**config.mk**
```make
export PLATFORM = sky130hd
export DESIGN_NAME = mc_ctrl_fsm_flat
export DESIGN_NICKNAME = d
export VERILOG_FILES = /design/src/rtl/mc_ctrl_if.sv /design/src/rtl/mc_ctrl_fsm.sv /design/src/flat_wrapper.sv
export SDC_FILE = /design/constraint.sdc
export NUM_CORES = 1
export LEC_CHECK = 0
export ABC_AREA = 1
export BUFFER_PORTS_ARGS = -buffer_cell sky130_fd_sc_hd__buf_2
export CORE_MARGIN = 2
export CORE_UTILIZATION = 40
export CTS_CLUSTER_SIZE = 8
export DETAILED_ROUTE_END_ITERATION = 8
export SYNTH_ARGS = -nofsm -noshare
export SYNTH_HDL_FRONTEND = slang
export SYNTH_SLANG_ARGS = --single-unit
```
**constraint.sdc**
```tcl
create_clock -name clk -period 2.7 [get_ports clk]
set_input_delay 0 -clock clk [delete_from_list [all_inputs] [get_ports clk]]
set_output_delay 0 -clock clk [all_outputs]
set_load 0.05 [all_outputs]
```
**src/rtl/mc_ctrl_if.sv**
```systemverilog
// mc_ctrl_if: control bundle between the multi-cycle sequencer and the MIPS datapath
interface mc_ctrl_if;
  logic [5:0]  Op;
  logic [5:0]  Funct;
  logic        Zero;
  logic        mem_ready;
  logic        PCWr;
  logic [1:0]  PCsel;
  logic        IRWr;
  logic        RFWr;
  logic [1:0]  RegDst;
  logic [1:0]  MemtoReg;
  logic        DMRd;
  logic        DMWr;
  logic        ALUSrcB;
  logic        illegal;
  logic        bus_err;
  logic [2:0]  state;
  logic [31:0] retired;
  modport master (
    input  Op, Funct, Zero, mem_ready,
    output PCWr, PCsel, IRWr, RFWr, RegDst, MemtoReg, DMRd, DMWr, ALUSrcB,
           illegal, bus_err, state, retired
  );
  modport slave (
    output Op, Funct, Zero, mem_ready,
    input  PCWr, PCsel, IRWr, RFWr, RegDst, MemtoReg, DMRd, DMWr, ALUSrcB,
           illegal, bus_err, state, retired
  );
endinterface

```
**src/rtl/mc_ctrl_fsm.sv**
```systemverilog
// mc_ctrl_fsm: 8-state multi-cycle MIPS sequencer with memory-wait timeout
// and retired-instruction counter.
module mc_ctrl_fsm #(
  parameter int TMO_W   = 4,
  parameter int TMO_MAX = 15
) (
  input  logic      clk,
  input  logic      rst,
  mc_ctrl_if.master io_bus
);
  localparam logic [2:0] FETCH  = 3'd0;
  localparam logic [2:0] DECODE = 3'd1;
  localparam logic [2:0] EXEC   = 3'd2;
  localparam logic [2:0] MEM_RD = 3'd3;
  localparam logic [2:0] MEM_WR = 3'd4;
  localparam logic [2:0] WB     = 3'd5;
  localparam logic [2:0] BRANCH = 3'd6;
  localparam logic [2:0] JUMP   = 3'd7;
  logic [2:0]       r_state, w_next;
  logic [TMO_W-1:0] r_cnt;
  logic [31:0]      r_retired;
  logic w_rtype, w_jr, w_jalr, w_lw, w_sw, w_beq, w_bne, w_j, w_jal, w_ialu;
  logic w_alu, w_br, w_jmp, w_link, w_mem, w_tmo, w_retire;
  assign w_rtype = io_bus.Op == 6'b000000 && io_bus.Funct != 6'b001000 && io_bus.Funct != 6'b001001;
  assign w_jr    = io_bus.Op == 6'b000000 && io_bus.Funct == 6'b001000;
  assign w_jalr  = io_bus.Op == 6'b000000 && io_bus.Funct == 6'b001001;
  assign w_lw    = io_bus.Op == 6'b100011;
  assign w_sw    = io_bus.Op == 6'b101011;
  assign w_beq   = io_bus.Op == 6'b000100;
  assign w_bne   = io_bus.Op == 6'b000101;
  assign w_j     = io_bus.Op == 6'b000010;
  assign w_jal   = io_bus.Op == 6'b000011;
  assign w_ialu  = io_bus.Op inside {6'b001000, 6'b001001, 6'b001010, 6'b001100, 6'b001101, 6'b001111};
  assign w_alu   = w_rtype || w_ialu || w_lw || w_sw;
  assign w_br    = w_beq || w_bne;
  assign w_jmp   = w_j || w_jal || w_jr || w_jalr;
  assign w_link  = w_jal || w_jalr;
  assign w_mem   = r_state == MEM_RD || r_state == MEM_WR;
  // A ready on the last allowed cycle wins over the timeout.
  assign w_tmo   = w_mem && !io_bus.mem_ready && r_cnt == TMO_W'(TMO_MAX);
  always_comb begin
    w_next = FETCH;
    case (r_state)
      FETCH:   w_next = DECODE;
      DECODE:  w_next = w_alu ? EXEC : w_br ? BRANCH : w_jmp ? JUMP : FETCH;
      EXEC:    w_next = w_lw ? MEM_RD : w_sw ? MEM_WR : WB;
      MEM_RD:  w_next = io_bus.mem_ready ? WB : w_tmo ? FETCH : MEM_RD;
      MEM_WR:  w_next = (io_bus.mem_ready || w_tmo) ? FETCH : MEM_WR;
      default: w_next = FETCH;
    endcase
  end
  assign w_retire = r_state == WB || r_state == BRANCH || r_state == JUMP ||
                    (r_state == MEM_WR && io_bus.mem_ready);
  always_ff @(posedge clk or posedge rst) begin
    if (rst) begin
      r_state   <= FETCH;
      r_cnt     <= '0;
      r_retired <= '0;
    end else begin
      r_state   <= w_next;
      r_cnt     <= (w_mem && w_next == r_state) ? r_cnt + 1'b1 : '0;
      r_retired <= r_retired + {31'd0, w_retire};
    end
  end
  // Strobes are gated by rst so an in-flight memory request drops immediately.
  assign io_bus.PCWr     = !rst && (r_state == FETCH || r_state == JUMP ||
                                    (r_state == BRANCH && (w_beq ? io_bus.Zero : !io_bus.Zero)));
  assign io_bus.PCsel    = r_state == BRANCH ? 2'd1 :
                           r_state == JUMP ? ((w_j || w_jal) ? 2'd2 : 2'd3) : 2'd0;
  assign io_bus.IRWr     = !rst && r_state == FETCH;
  assign io_bus.RFWr     = !rst && (r_state == WB || (r_state == JUMP && w_link));
  assign io_bus.RegDst   = r_state == WB ? (w_rtype ? 2'd1 : 2'd0) :
                           r_state == JUMP ? (w_jal ? 2'd2 : w_jalr ? 2'd1 : 2'd0) : 2'd0;
  assign io_bus.MemtoReg = (r_state == WB && w_lw) ? 2'd1 :
                           (r_state == JUMP && w_link) ? 2'd2 : 2'd0;
  assign io_bus.DMRd     = !rst && r_state == MEM_RD;
  assign io_bus.DMWr     = !rst && r_state == MEM_WR;
  assign io_bus.ALUSrcB  = (r_state == EXEC && (w_ialu || w_lw || w_sw)) || w_mem ||
                           (r_state == WB && w_lw);
  assign io_bus.illegal  = r_state == DECODE && !(w_alu || w_br || w_jmp);
  assign io_bus.bus_err  = w_tmo;
  assign io_bus.state    = r_state;
  assign io_bus.retired  = r_retired;
endmodule
```
**src/flat_wrapper.sv**
```systemverilog
// flat-port wrapper written by rule: the top's interface ports become plain ports
module mc_ctrl_fsm_flat 
#(
  parameter int TMO_W   = 4,
  parameter int TMO_MAX = 15
)
  (clk, rst, io_bus_Op, io_bus_Funct, io_bus_Zero, io_bus_mem_ready, io_bus_PCWr, io_bus_PCsel, io_bus_IRWr, io_bus_RFWr, io_bus_RegDst, io_bus_MemtoReg, io_bus_DMRd, io_bus_DMWr, io_bus_ALUSrcB, io_bus_illegal, io_bus_bus_err, io_bus_state, io_bus_retired);
  mc_ctrl_if io_bus_i ();
  input  logic clk;
  input  logic rst;
  input wire logic [$bits(io_bus_i.Op)-1:0] io_bus_Op;
  input wire logic [$bits(io_bus_i.Funct)-1:0] io_bus_Funct;
  input wire logic [$bits(io_bus_i.Zero)-1:0] io_bus_Zero;
  input wire logic [$bits(io_bus_i.mem_ready)-1:0] io_bus_mem_ready;
  output wire logic [$bits(io_bus_i.PCWr)-1:0] io_bus_PCWr;
  output wire logic [$bits(io_bus_i.PCsel)-1:0] io_bus_PCsel;
  output wire logic [$bits(io_bus_i.IRWr)-1:0] io_bus_IRWr;
  output wire logic [$bits(io_bus_i.RFWr)-1:0] io_bus_RFWr;
  output wire logic [$bits(io_bus_i.RegDst)-1:0] io_bus_RegDst;
  output wire logic [$bits(io_bus_i.MemtoReg)-1:0] io_bus_MemtoReg;
  output wire logic [$bits(io_bus_i.DMRd)-1:0] io_bus_DMRd;
  output wire logic [$bits(io_bus_i.DMWr)-1:0] io_bus_DMWr;
  output wire logic [$bits(io_bus_i.ALUSrcB)-1:0] io_bus_ALUSrcB;
  output wire logic [$bits(io_bus_i.illegal)-1:0] io_bus_illegal;
  output wire logic [$bits(io_bus_i.bus_err)-1:0] io_bus_bus_err;
  output wire logic [$bits(io_bus_i.state)-1:0] io_bus_state;
  output wire logic [$bits(io_bus_i.retired)-1:0] io_bus_retired;
  assign io_bus_i.Op = io_bus_Op;
  assign io_bus_i.Funct = io_bus_Funct;
  assign io_bus_i.Zero = io_bus_Zero;
  assign io_bus_i.mem_ready = io_bus_mem_ready;
  assign io_bus_PCWr = io_bus_i.PCWr;
  assign io_bus_PCsel = io_bus_i.PCsel;
  assign io_bus_IRWr = io_bus_i.IRWr;
  assign io_bus_RFWr = io_bus_i.RFWr;
  assign io_bus_RegDst = io_bus_i.RegDst;
  assign io_bus_MemtoReg = io_bus_i.MemtoReg;
  assign io_bus_DMRd = io_bus_i.DMRd;
  assign io_bus_DMWr = io_bus_i.DMWr;
  assign io_bus_ALUSrcB = io_bus_i.ALUSrcB;
  assign io_bus_illegal = io_bus_i.illegal;
  assign io_bus_bus_err = io_bus_i.bus_err;
  assign io_bus_state = io_bus_i.state;
  assign io_bus_retired = io_bus_i.retired;
  mc_ctrl_fsm #(.TMO_W(TMO_W), .TMO_MAX(TMO_MAX)) u_core (.clk(clk), .rst(rst), .io_bus(io_bus_i));
endmodule
```
==> results.json <==
{
  "run_status": "completed",
  "vdd_drop_max_uv": 424,
  "critical_path.endpoint_type": "register",
  "post-synth-top-area-cell": "dfrtp_1",
  "die_area_um2": 6620,
  "worst_hold_path_type": "in -> reg",
  "report.final.slew_viol_count": 0,
  "tritoncts_clock_tree": "yes",
  "die_height_um": 81.4,
  "timing.final.hold_violations": 0,
  "starting_density_of_the_core_pct": 40.9,
  "startpoint_types": "register",
  "synth_area_per_cell_um2": 7.75,
  "synthMuxAreaShare_pct": 0,
  "syn-instance-count": 309,
  "max_cap_violations": 0,
  "antenna_found_initial": 0,
  "worst_setup_path_startpoint": "u_core.io_bus.state[0]$_DFF_PP0_",
  "synth_top_area_share_pct": 40.8,
  "core_area_um2": 5850,
  "postCtsSetupBuffers": 0,
  "drc": 0,
  "max_slew.worst_pin.slew_ps": 494,
  "synthSimpleGateAreaFrac_pct": 37.1,
  "place_congestion": 0.888,
  "leakage_nw": 1.58,
  "seq_power_share_pct": 36.9,
  "diodes": 0,
  "area_growth_syn_to_layout_pct": 23.3,
  "crit_type": "reg -> reg",
  "share_clk_of_total_power_pct": 26.9,
  "std_cell_rows": 28,
  "power_report.internal_total_w": 0.00109,
  "multi_input_combinational_cell_area_um2": 1250,
  "drtAntennaViolNets": 0,
  "port_buffers": 64,
  "vias": 2266,
  "net_sw_share_pct": 42.7,
  "synthTopCellsByArea": "dfrtp_1 41%, nand2_1 11%, xor2_1 8.0%, inv_1 6.7%, nor3_1 4.8%",
  "synth_nets": 328,
  "grt_start_max_net_pins": 40,
  "switching_power_w": 0.000815,
  "dominant_combinational_cell_family_by_area_after_synthesis": "simple AND/OR/NAND/NOR gates",
  "synth.yosys.warnings": 0,
  "wire_length_of_the_first_global_routing_pass_mm": 10.0,
  "final.setup.worst_slack_ps": 429,
  "cts.path.max_buffers": 2,
  "numClockSinks": 39,
  "post_drt_wl_per_cell_um": 13.4,
  "groute.usage.overall_pct": 20.0,
  "sequential_cell_area_um2": 976,
  "first_pass_iters": 5,
  "insertion_delay_ps": 300,
  "gr-total-overflow": 0,
  "final_design_area_no_fill_um2": 2950,
  "root_buffer": "clkbuf_8",
  "worst_ep_required_time_ps": 2890,
  "detailed_place.area_um2": 2830,
  "first_iter_violations": 77,
  "instances_no_fill": 458,
  "placement.setup.worst_slack_ps": 442,
  "period_share_pct": 84.1,
  "arrival_ps": 2460,
  "rsz0062_at_grt": "no",
  "final-setup-viol-count": 0,
  "clock_tree.htree_level_count": 2,
  "chipWidth_um": 81.4,
  "worst_hold_startpoint": "io_bus_mem_ready",
  "finalWirelength_mm": 6.15,
  "r2r_path_start": "u_core.io_bus.state[0]$_DFF_PP0_",
  "period_needed_ps": 2270,
  "top_level_ports": 65,
  "finalSetupTns_ps": 0,
  "dpl.hpwl_mm": 4.98,
  "final_nets": 401,
  "synth_xor_area_share_pct": 11.0,
  "ys_seq_area_share_pct": 40.8,
  "synthesized_area_fraction_occupied_by_ao_oa_aoi_and_oai_cells_pct": 2.09,
  "timing.slew.headroom_pct": 67.1,
  "cellPowerDensity_nw_per_um2": 647,
  "clkSlewWorstSetupHoldPaths_ps": 80,
  "crit_path_max_fanout": 7,
  "via_count_of_the_first_global_routing_pass": 2204,
  "synth_adder_area_share_pct": 1.57,
  "postSynthRegisterBits": 39,
  "cts_inserted_buffers": 5,
  "fmax_mhz": 440,
  "via_per_inst": 4.95,
  "post_syn_area_um2": 2390,
  "fillerInstances": 601,
  "share_of_power_burned_in_combinational_logic_pct": 36.2,
  "fin_skew_ps": 7.73,
  "cell_count_after_placement": 449,
  "unique_cell_type_count_in_the_yosys_netlist": 28,
  "drive_gt1_share_pct": 26.1
}
-- cells in the final DEF, fill, tap and decap left out --
| cell | n |
|---|---|
| dlygate4sd3_1 | 1 |
| nand3_1 | 21 |
| xor2_1 | 22 |
| xnor2_1 | 8 |
| nand4_1 | 12 |
| buf_4 | 1 |
| inv_1 | 43 |
| o21ai_0 | 1 |
| nor2_4 | 3 |
| nor4_1 | 4 |
| nor3_1 | 23 |
| a21oi_1 | 3 |
| nor2_2 | 6 |
| inv_2 | 4 |
| nor4_4 | 1 |
| a21o_1 | 1 |
| nor3_2 | 5 |
| o21ai_2 | 1 |
| clkbuf_8 | 6 |
| dfrtp_1 | 39 |
| bufinv_16 | 1 |
| ha_1 | 3 |
| buf_2 | 64 |
| clkinv_2 | 1 |
| clkinv_1 | 1 |
| nand3b_1 | 1 |
| nor4_2 | 2 |
| nor2_1 | 27 |
| nand2_1 | 70 |
| and2_1 | 1 |
| or2_2 | 1 |
| o2111ai_1 | 1 |
| o21ai_1 | 1 |
| nand2_2 | 4 |
-- power by group through the flow --
stage / Sequential (W) / Clock [W] / Combinational, W
4_1_cts: 0.000706 / 0.000524 / 0.000699
3_3_place_gp: 0.000715 / 0 / 0.000694
5_1_grt: 0.000717 / 0.000547 / 0.000748
3_5_place_dp: 0.000718 / 0 / 0.000696
2_1_floorplan: 0.000875 / 0 / 0.000366
6_report: 0.000705 / 0.000513 / 0.000691
-- kinds of logic (layout without fill, tap and decap cells) --
logic type | Yosys count | in the layout
and+or+nand+nor | 181 | 181
buffers and inverters | 48 | 122
DFF | 39 | 39
xor gates and xnor gates | 30 | 30
AOI/OAI and AO/OA | 8 | 8
adders and majority gates | 3 | 3
-- per-stage QoR --
step                hold slack, ps  power (W)  utilization, %
global placement               234    0.00141            48.3
global route                   121    0.00201            50.5
finish                        72.3    0.00191            50.5
CTS                           66.2    0.00193            50.5
detailed placement             235    0.00141            48.3
floorplan                      175    0.00124               -
-- flip-flops by register name, summed over array words and instances (netlist names) --
| register | count |
|---|---|
| u_core.io_bus.retired | 32 |
| u_core.io_bus.state | 3 |
| u_core.r_cnt | 4 |
-- what timing repair did --
item                      in CTS  in global routing
gates resized for setup        0                  0
hold endpoints to repair      39                  0
hold buffers                   1                  0
-- cells in the mapped netlist (all sizes together) --
cell type  count
a21o           1
a21oi          3
and2           1
clkinv         1
dfrtp         39
ha             3
inv           47
nand2         74
nand3         21
nand3b         1
nand4         12
nor2          36
nor3          28
nor4           7
o2111ai        1
o21ai          3
or2            1
xnor2          8
xor2          22
-- path summary, 6_finish.rpt --
check	end	slack (ps)	depth (start not counted)
worst max-delay path	u_core.io_bus.retired[30]$_DFF_PP0_	430	12
worst min-delay path	u_core.io_bus.state[2]$_DFF_PP0_	70	5
worst max register to register	u_core.io_bus.retired[30]$_DFF_PP0_	430	12
worst min register to register	u_core.r_cnt[0]$_DFF_PP0_	470	1
max in group asynchronous	u_core.io_bus.retired[15]$_DFF_PP0_	1920	4
min in group asynchronous	u_core.io_bus.retired[17]$_DFF_PP0_	440	4
-- critical path: stages (launching register included) --
cell	delay, ps
dfrtp_1	430
inv_1	130
nand2_2	100
inv_1	60
a21oi_1	140
ha_1	210
ha_1	270
inv_2	70
nor2_4	200
nand2_2	110
nor2_1	180
nand4_1	130
xnor2_1	150
-- area by class of cell --
type / instances / share of cell area, %
Multi-Input combinational cell: 222 / 42.2
Inverter: 48 / 6.10
Timing Repair Buffer: 66 / 11.4
Sequential cell: 39 / 33.1
Clock inverter: 2 / 1.19
Clock buffer: 6 / 2.80
Tap cell: 75 / 3.18
-- per-layer routing --
layer	vias up	wire [um]	track usage (%)
met3	11	302	3.89
met1	1053	2540	23.4
met2	60	3180	35.7
met4	0	127	7.63
li1	1142	-	-
met5	-	0	0
Note: power is estimated with default switching activity, not from simulation.
